$ cat src/rtl/prewrapper_pkg.sv
// Shared constants for the AXI prewrapper controller and its opcode sequencer:
// controller state codes, opcodes, completion status codes and the sequencer FSM states.
package prewrapper_pkg;

    localparam logic [3:0] CS_IDLE       = 4'd0;
    localparam logic [3:0] CS_INPUT_RDY  = 4'd3;
    localparam logic [3:0] CS_OUTPUT_VAL = 4'd5;
    localparam logic [3:0] CS_SCAN_RD    = 4'd9;

    localparam logic [31:0] OP_NONE  = 32'd0;
    localparam logic [31:0] OP_INPUT = 32'd1;
    localparam logic [31:0] OP_RUN   = 32'd2;
    localparam logic [31:0] OP_ENDR  = 32'd3;
    localparam logic [31:0] OP_TEST  = 32'd4;
    localparam logic [31:0] OP_NEXT  = 32'd5;
    localparam logic [31:0] OP_ENDT  = 32'd6;

    localparam logic [1:0] DS_OK      = 2'd0;
    localparam logic [1:0] DS_TIMEOUT = 2'd1;

    typedef enum logic [3:0] {
        S_IDLE, S_INPUT, S_W_IRDY, S_RUN, S_W_OVAL, S_ENDR,
        S_TEST, S_W_SRD, S_NEXT, S_ENDT, S_W_IDLE, S_DONE
    } seq_state_e;

    // Every state drives one fixed opcode level.
    function automatic logic [31:0] state_opcode(input seq_state_e s);
        case (s)
            S_INPUT: return OP_INPUT;
            S_RUN:   return OP_RUN;
            S_ENDR:  return OP_ENDR;
            S_TEST:  return OP_TEST;
            S_NEXT:  return OP_NEXT;
            S_ENDT:  return OP_ENDT;
            default: return OP_NONE;
        endcase
    endfunction

endpackage

$ cat src/rtl/prewrapper_seq_watchdog.sv
// Wait-state watchdog: counts enabled cycles, clears on request, flags the last allowed cycle.
module seq_watchdog #(
    parameter int unsigned P_LIMIT = 1024
) (
    input  logic clk_i,
    input  logic rst_ni,
    input  logic clr_i,
    input  logic en_i,
    output logic expired_o
);
    localparam int unsigned CW = (P_LIMIT > 2) ? $clog2(P_LIMIT) : 1;

    logic [CW-1:0] cnt_q;

    assign expired_o = en_i && (cnt_q == CW'(P_LIMIT - 1));

    always_ff @(posedge clk_i or negedge rst_ni) begin
        if (!rst_ni) begin
            cnt_q <= '0;
        end else if (clr_i) begin
            cnt_q <= '0;
        end else if (en_i && !expired_o) begin
            cnt_q <= cnt_q + CW'(1);
        end
    end

endmodule

$ cat src/rtl/prewrapper_seq.sv
// Autonomous INPUT/RUN/ENDR and INPUT/TEST/NEXT.../ENDT opcode sequencer for the prewrapper controller.
// Define SEQ_TIMEOUT_EN to add the wait-state watchdog (and the P_TIMEOUT parameter).
module prewrapper_seq
    import prewrapper_pkg::*;
#(
    parameter int unsigned P_TICK_W = 16
`ifdef SEQ_TIMEOUT_EN
   ,parameter int unsigned P_TIMEOUT = 1024
`endif
) (
    input  logic                clk,
    input  logic                reset,
    input  logic                cmd_val,
    output logic                cmd_rdy,
    input  logic                cmd_mode,
    input  logic [P_TICK_W-1:0] cmd_ticks,
    output logic [31:0]         seq_opcode,
    input  logic [31:0]         ctrl_state,
    output logic                done_val,
    input  logic                done_ack,
    output logic [1:0]          done_status,
    output logic [P_TICK_W-1:0] tick_cnt,
    output logic                busy,
    output seq_state_e          dbg_state
);
    seq_state_e          state_q, state_d;
    logic                mode_q, mode_d;
    logic [P_TICK_W-1:0] ticks_q, ticks_d;
    logic [P_TICK_W-1:0] tick_q, tick_d;
    logic [31:0]         opcode_q;
    logic                cmd_rdy_q, done_val_q, busy_q;
    logic [3:0]          cs;
    logic [27:0]         unused_ctrl_hi;

    assign cs             = ctrl_state[3:0];
    assign unused_ctrl_hi = ctrl_state[31:4];

`ifdef SEQ_TIMEOUT_EN
    logic       wd_expired;
    logic [1:0] status_q, status_d;

    seq_watchdog #(.P_LIMIT(P_TIMEOUT)) u_watchdog (
        .clk_i     (clk),
        .rst_ni    (reset),
        .clr_i     (state_d != state_q),
        .en_i      (state_q != S_IDLE && state_q != S_DONE),
        .expired_o (wd_expired)
    );

    // Status is captured on entry to S_DONE and held until the host acknowledges.
    always_comb begin
        status_d = status_q;
        if (state_d != S_DONE)      status_d = DS_OK;
        else if (state_q != S_DONE) status_d = wd_expired ? DS_TIMEOUT : DS_OK;
    end

    assign done_status = status_q;
`else
    assign done_status = DS_OK;
`endif

    // Each opcode is held until the controller leaves the state it asked for.
    always_comb begin
        state_d = state_q;
        mode_d  = mode_q;
        ticks_d = ticks_q;
        tick_d  = tick_q;
        case (state_q)
            S_IDLE: if (cmd_val && cmd_rdy_q) begin
                mode_d  = cmd_mode;
                ticks_d = cmd_ticks;
                tick_d  = '0;
                state_d = S_INPUT;
            end
            S_INPUT:  if (cs != CS_IDLE)       state_d = S_W_IRDY;
            S_W_IRDY: if (cs == CS_INPUT_RDY)  state_d = mode_q ? S_TEST : S_RUN;
            S_RUN:    if (cs != CS_INPUT_RDY)  state_d = S_W_OVAL;
            S_W_OVAL: if (cs == CS_OUTPUT_VAL) state_d = S_ENDR;
            S_ENDR:   if (cs != CS_OUTPUT_VAL) state_d = S_W_IDLE;
            S_TEST:   if (cs != CS_INPUT_RDY)  state_d = S_W_SRD;
            S_W_SRD:  if (cs == CS_SCAN_RD)    state_d = (tick_q == ticks_q) ? S_ENDT : S_NEXT;
            S_NEXT: if (cs != CS_SCAN_RD) begin
                tick_d  = tick_q + P_TICK_W'(1);
                state_d = S_W_SRD;
            end
            S_ENDT:   if (cs != CS_SCAN_RD)    state_d = S_W_IDLE;
            S_W_IDLE: if (cs == CS_IDLE)       state_d = S_DONE;
            S_DONE:   if (done_ack)            state_d = S_IDLE;
            default:                           state_d = S_IDLE;
        endcase
`ifdef SEQ_TIMEOUT_EN
        if (wd_expired) begin
            state_d = S_DONE;
            tick_d  = tick_q;
        end
`endif
    end

    // Outputs are decoded from the next state so they change on the entry edge.
    always_ff @(posedge clk or negedge reset) begin
        if (!reset) begin
            state_q    <= S_IDLE;
            mode_q     <= 1'b0;
            ticks_q    <= '0;
            tick_q     <= '0;
            opcode_q   <= OP_NONE;
            cmd_rdy_q  <= 1'b1;
            done_val_q <= 1'b0;
            busy_q     <= 1'b0;
`ifdef SEQ_TIMEOUT_EN
            status_q   <= DS_OK;
`endif
        end else begin
            state_q    <= state_d;
            mode_q     <= mode_d;
            ticks_q    <= ticks_d;
            tick_q     <= tick_d;
            opcode_q   <= state_opcode(state_d);
            cmd_rdy_q  <= (state_d == S_IDLE);
            done_val_q <= (state_d == S_DONE);
            busy_q     <= (state_d != S_IDLE);
`ifdef SEQ_TIMEOUT_EN
            status_q   <= status_d;
`endif
        end
    end

    assign cmd_rdy    = cmd_rdy_q;
    assign seq_opcode = opcode_q;
    assign done_val   = done_val_q;
    assign tick_cnt   = tick_q;
    assign busy       = busy_q;
    assign dbg_state  = state_q;

endmodule
$ cat config.mk
export PLATFORM = sky130hd
export DESIGN_NAME = prewrapper_seq
export DESIGN_NICKNAME = d
export VERILOG_FILES = /design/src/rtl/prewrapper_pkg.sv /design/src/rtl/prewrapper_seq_watchdog.sv /design/src/rtl/prewrapper_seq.sv
export SDC_FILE = /design/constraint.sdc
export NUM_CORES = 1
export LEC_CHECK = 0
export BUFFER_PORTS_ARGS = -buffer_cell sky130_fd_sc_hd__buf_2
export CORE_ASPECT_RATIO = 1.25
export CORE_MARGIN = 5
export CORE_UTILIZATION = 48
export CTS_BUF_LIST = sky130_fd_sc_hd__clkbuf_8
export CTS_CLUSTER_DIAMETER = 200
export DETAILED_ROUTE_END_ITERATION = 12
export GPL_ROUTABILITY_DRIVEN = 0
export PLACE_DENSITY_LB_ADDON = 0.1
export SYNTH_ARGS = -nofsm -noshare
export SYNTH_HDL_FRONTEND = slang
export SYNTH_HIERARCHICAL = 1
export SYNTH_SLANG_ARGS = --single-unit
$ cat constraint.sdc
create_clock -name clk -period 4.1 [get_ports clk]
set_input_delay 0 -clock clk [delete_from_list [all_inputs] [get_ports clk]]
set_output_delay 0 -clock clk [all_outputs]
set_load 0.05 [all_outputs]
; ---- Word-level counts from Yosys, hierarchy flattened
; Cells that the tools add are included.
[word_totals]
ff_bits = 72
in_bits = 53
out_inout_bits = 57
word_cells = 64
[classes]
addsub = 1
eq_ne = 27
mux = 19
reduce_logical = 9
[ops]
columns = operator, n
row1 = 2-to-1 mux 4 bit, 12
row2 = one-hot mux 4 bit (12 select lines), 1
row3 = "equality test 4 bit, second input constant", 8
row4 = 2-to-1 mux 16 bit, 2
row5 = one-hot mux 16 bit (2 select lines), 1
row6 = "equality test 4 x 3 -> 1 bit, second input constant", 7
row7 = one-hot mux 3 bit (6 select lines), 1
row8 = "adder 16 x 1 -> 16 bit, second input constant", 1
row9 = equality test 16 bit, 1
row10 = "equality test 4 x 2 -> 1 bit, second input constant", 4
row11 = logical NOT 4 bit, 3
row12 = "equality test 4 x 1 -> 1 bit, second input constant", 2
row13 = nonzero test 4 bit, 2
row14 = "inequality test 2 bit, second input constant", 2
row15 = "inequality test 4 x 2 -> 1 bit, second input constant", 1
row16 = "inequality test 4 x 3 -> 1 bit, second input constant", 1
row17 = "inequality test 4 bit, second input constant", 1
row18 = 2-to-1 mux 3 bit, 1
row19 = AND reduction 3 bit, 1
row20 = AND reduction 2 bit, 1
row21 = nonzero test 2 bit, 1
row22 = logical AND 1 bit, 1
row23 = 2-to-1 mux 1 bit, 1

; ---- Depth between registers and ports, before layout
[depth]
ltp_word = 6
mapped_depth = 8
depth_no_buf = 6

; ---- Worst setup path before layout
; Ideal clock, no wire load.
[synth_path]
path_kind = reg2reg
from = register state_q[2], in the netlist dbg_state[2]
to = register opcode_q[0], in the netlist seq_opcode[0]
arrival_time_ns = 2.242
required_ns = 3.972
slack_ns = 1.731
stages_incl_launch_ff = 9
period_less_slack_ns = 2.369
cell_sequence = dfrtp_1 -> clkbuf_1 -> nor4_1 -> and3_1 -> clkbuf_1 -> nor2_1 -> and4_1 -> a22oi_2 -> mux2_1
[synth_via]
elab_chain_len = 4
[synth_rtl]
columns = item, line_no
row1 = from (decl), prewrapper_seq.sv:26  ; seq_state_e state_q, state_d;
row2 = from (signal assigned), prewrapper_seq.sv:114  ; state_q <= state_d;
row3 = equality test 4 bit (tied with other cells), prewrapper_seq.sv:68  ; case (state_q)
row4 = one-hot mux 4 bit (12 select lines) *, prewrapper_seq.sv:68
row5 = named net state_d[0], prewrapper_seq.sv:26
row6 = equality test 4 bit (tied with other cells), prewrapper_pkg.sv:28  ; case (s)
row7 = one-hot mux 3 bit (6 select lines) *, prewrapper_pkg.sv:28
row8 = to (signal assigned), prewrapper_seq.sv:118  ; opcode_q <= state_opcode(state_d);
row9 = to (decl), prewrapper_seq.sv:30  ; logic [31:0] opcode_q;
; Mark *: on every way through the listed nets, which the timed path passes. The rest lies on a longest branch.
; A chain may end at the register's enable or synchronous reset.

; ---- Worst setup path in the final report
[layout_path]
from = register state_q[0], in the netlist dbg_state[0]
to = register opcode_q[0], in the netlist seq_opcode[0]
[layout_via]
elab_chain_len = 4
[layout_rtl]
columns = item, line_no
row1 = equality test 4 bit (tied with other cells), prewrapper_seq.sv:68
row2 = one-hot mux 4 bit (12 select lines) *, prewrapper_seq.sv:68
row3 = named net state_d[0], prewrapper_seq.sv:26
row4 = equality test 4 bit (tied with other cells), prewrapper_pkg.sv:28
row5 = one-hot mux 3 bit (6 select lines) *, prewrapper_pkg.sv:28
; Marks and branches as above.

==> flow_summary_export.csv <==
group,metric,value,unit
placement,dp_cells,386,
setup_path,crit_path_max_incr_delay,0.57,ns
route,wl_per_cell,13.6,um
floorplan,core,5080,um^2
synth,synth_area,2510,um^2
grt,grt_max_degree,44,
route,first_pass_iters,4,
cts,post_cts_buffers,0,
grt,antenna_found_initial,0,
route,drt_drc_violations_left,0,
synth,synth_edf_count,0,
route,avgViaCountPerCell,4.97,
cts,cts_tree,"done",
power_and_ir_drop,p_leak,1.50,nW
timing,setup_viol,0,
timing,min_period,2.57,ns
setup_path,critPathArrivalTime,2.75,ns
synth,ys_seq_area_share,43.0,%
cts,numCtsBuffers,5,
cts,root_buffer,"clkbuf_8",
setup_path,slowest_stage,"dfrtp_1",
grt,grt_pass1_vias,1936,
placement,numPortBuffers,50,
floorplan,dieArea,6780,um^2
synth,synth.distinct_cells,46,
layout,n_antenna_cell,0,
run_status,status,"completed",
floorplan,core.rowCount,29,
power_and_ir_drop,pwr-share-seq,38.9,%
timing,setup_tns,0,ns
power_and_ir_drop,p_sw_share,47.5,%
power_and_ir_drop,power_density,633,nW/um^2
timing,hold_slack,0.0797,ns
route,detail-route-antenna-nets,0,
timing,max_slew_margin,36.3,%
setup_path,crit_type,"flip-flop to flip-flop",
timing,tightest_slew,0.956,ns
timing,rsz0062_at_grt,"no",
synth,async_flop_share,100,%
layout,nets,403,
power_and_ir_drop,ir_drop,0.339,mV
floorplan,die_x,74.6,um
cts,cts_sinks,43,
setup_path,crit_fanout,32,
synth,postSynthCellCount,284,
grt,overflow,0,
route,via_count,2046,
synth,synth_seq_cells,43,
route,first_iter_violations,104,
placement,dp_hpwl,4000,um
cts,htreeDepth,2,
floorplan,ios,110,
synth,syn_area_per_cell,8.83,um^2
cts,cts_max_path_buffers,2,
worst_hold_path,hp-class,"primary input to flip-flop",
run,cap_viol_max_count,0,
cts,clk_pin_slew_worst_paths,0.08,ns
power_and_ir_drop,comb_power_share,46.1,%
floorplan,start_util,49.4,%
grt,grt_first_pass_wirelength,9290,um
layout,drive_above_1_share,18.3,%
timing,hold_viol,0,
power_and_ir_drop,p_switching,0.000890,W
setup_path,start_kind,"flip-flop",
timing,fin_crit_sh,62.7,%
cts,cts_resized,0,
floorplan,die-height,90.8,um
power_and_ir_drop,internal_power,0.000984,W
layout,final_cells,412,
timing,clock_skew,0.0122,ns
power_and_ir_drop,p_clk_share,15.0,%
layout,areaGrowthSynthToFinish,18.2,%
setup_path,crit_required,4.28,ns
layout,fin_util,58.3,%
route,wl,5610,um
timing,fmax,389,MHz
grt,grt_util_all_layers,17.2,%
timing,maxSlewViolCount,0,
setup_path,end_kind,"flip-flop",
synth,yosys_most_used_dff,"dfrtp_1",
cts,clk_latency,0.29,ns
setup_path,path_cells,"nor4_1, and3_1, buf_4, nor2_1, and4_1, a22oi_2, mux2_1",
synth,yosysWarnings,6,
[per-layer routing]
layer	global-route usage, %	up-vias	part of all wire (%)
met3	3.01	4	4.7
li1	-	1018	-
met1	22.5	970	43
met5	0	-	0
met4	3.12	0	0.75
met2	29.5	54	51
[worst max-delay path: cells and delay by family, from the launching register on]
family / cells / cell delay [ns]
muxes: 1 / 0.36
buffers and inverters: 1 / 0.33
and+or+nand+nor: 4 / 0.97
AOI/OAI and AO/OA: 1 / 0.23
DFF: 1 / 0.57
[power groups by stage]
stage          registers [W]  logic (W)  clock network (W)
2_1_floorplan       0.000895   0.000517                  0
3_3_place_gp        0.000736   0.000849                  0
3_5_place_dp        0.000738   0.000859                  0
4_1_cts             0.000729   0.000875           0.000283
5_1_grt             0.000752   0.000953           0.000303
6_report            0.000729   0.000865           0.000281
[path summary, 6_finish.rpt]
path,from,endpoint,slack (ns),cells past startpoint
max,dbg_state[0],seq_opcode[0],1.53,7
min,done_ack,done_val,0.08,4
max reg2reg,dbg_state[0],seq_opcode[0],1.53,7
min reg2reg,ticks_q[9],ticks_q[9],0.50,2
max in group asynchronous,reset,ticks_q[15],3.07,2
min in group asynchronous,reset,ticks_q[2],0.44,2
[per-stage QoR]
| step | setup WS (ns) | power [W] | cell area [um^2] |
|---|---|---|---|
| 2_1_floorplan | 1.73 | 0.00141 | 2620 |
| 3_3_place_gp | 1.55 | 0.00158 | 2690 |
| 3_5_place_dp | 1.53 | 0.00160 | 2690 |
| 4_1_cts | 1.51 | 0.00189 | 2960 |
| 5_1_grt | 1.31 | 0.00201 | 2960 |
| 6_report | 1.53 | 0.00187 | 2960 |
[kinds of logic (layout without fill, tap and decap cells)]
kind of cell | Yosys count | count (layout) | synth area share (%)
compound gates | 21 | 21 | 6.59
xor+xnor | 30 | 30 | 10.5
fa+ha+maj | 1 | 1 | 0.499
buf+inv | 47 | 83 | 11.7
flops | 43 | 43 | 43.0
mux | 4 | 4 | 1.65
other cells | 1 | 31 | 0.150
simple gates | 137 | 137 | 25.9
[timing repair]
item                                    in CTS  in global routing
endpoints found under the setup margin       0                  0
hold endpoints to repair                    59                  0
hold buffers                                18                  0
[final cells by class]
cell class              instances  area, um^2
inverters                       5        18.8
fillers                       492        2120
clock buffers                   6        82.6
well taps                      62        77.6
clock inverters                 2        12.5
multi-input cells             224        1250
flip-flops and latches         43        1080
repair buffers                 70         445
[flip-flops by register name (all words and copies together), names as in the netlist]
name        cells
tick_cnt       16
busy            1
dbg_state       4
seq_opcode      3
done_val        1
mode_q          1
ticks_q        16
cmd_rdy         1
[synth_stat cells (3+ instances only)]
cell       n  area [um^2]
a21oi_1    5         25.0
and3_1     6         37.5
buf_4     31          233
clkbuf_1  10         37.5
dfrtp_1   42         1050
inv_1      4         15.0
mux2i_1    3         30.0
nand2_1   63          236
nand3_1    9         45.0
nand4_1    6         37.5
nor2_1    23         86.3
nor2b_1    4         25.0
nor3_1     6         30.0
nor4_1     5         31.3
or3_1      3         18.8
xnor2_1   23          201
xor2_1     7         61.3
[layout by cell type (no fill, tap or decap), types with 6 or more instances in the layout]
cell	synthesis	routed
and3_1	6	6
buf_2	1	50
clkbuf_8	0	6
conb_1	1	31
dfrtp_1	42	42
dlygate4sd3_1	0	18
nand2_1	63	63
nand3_1	9	9
nand4_1	6	6
nor2_1	23	23
nor3_1	6	6
xnor2_1	23	23
xor2_1	7	7
(Power assumes the default switching activity.)
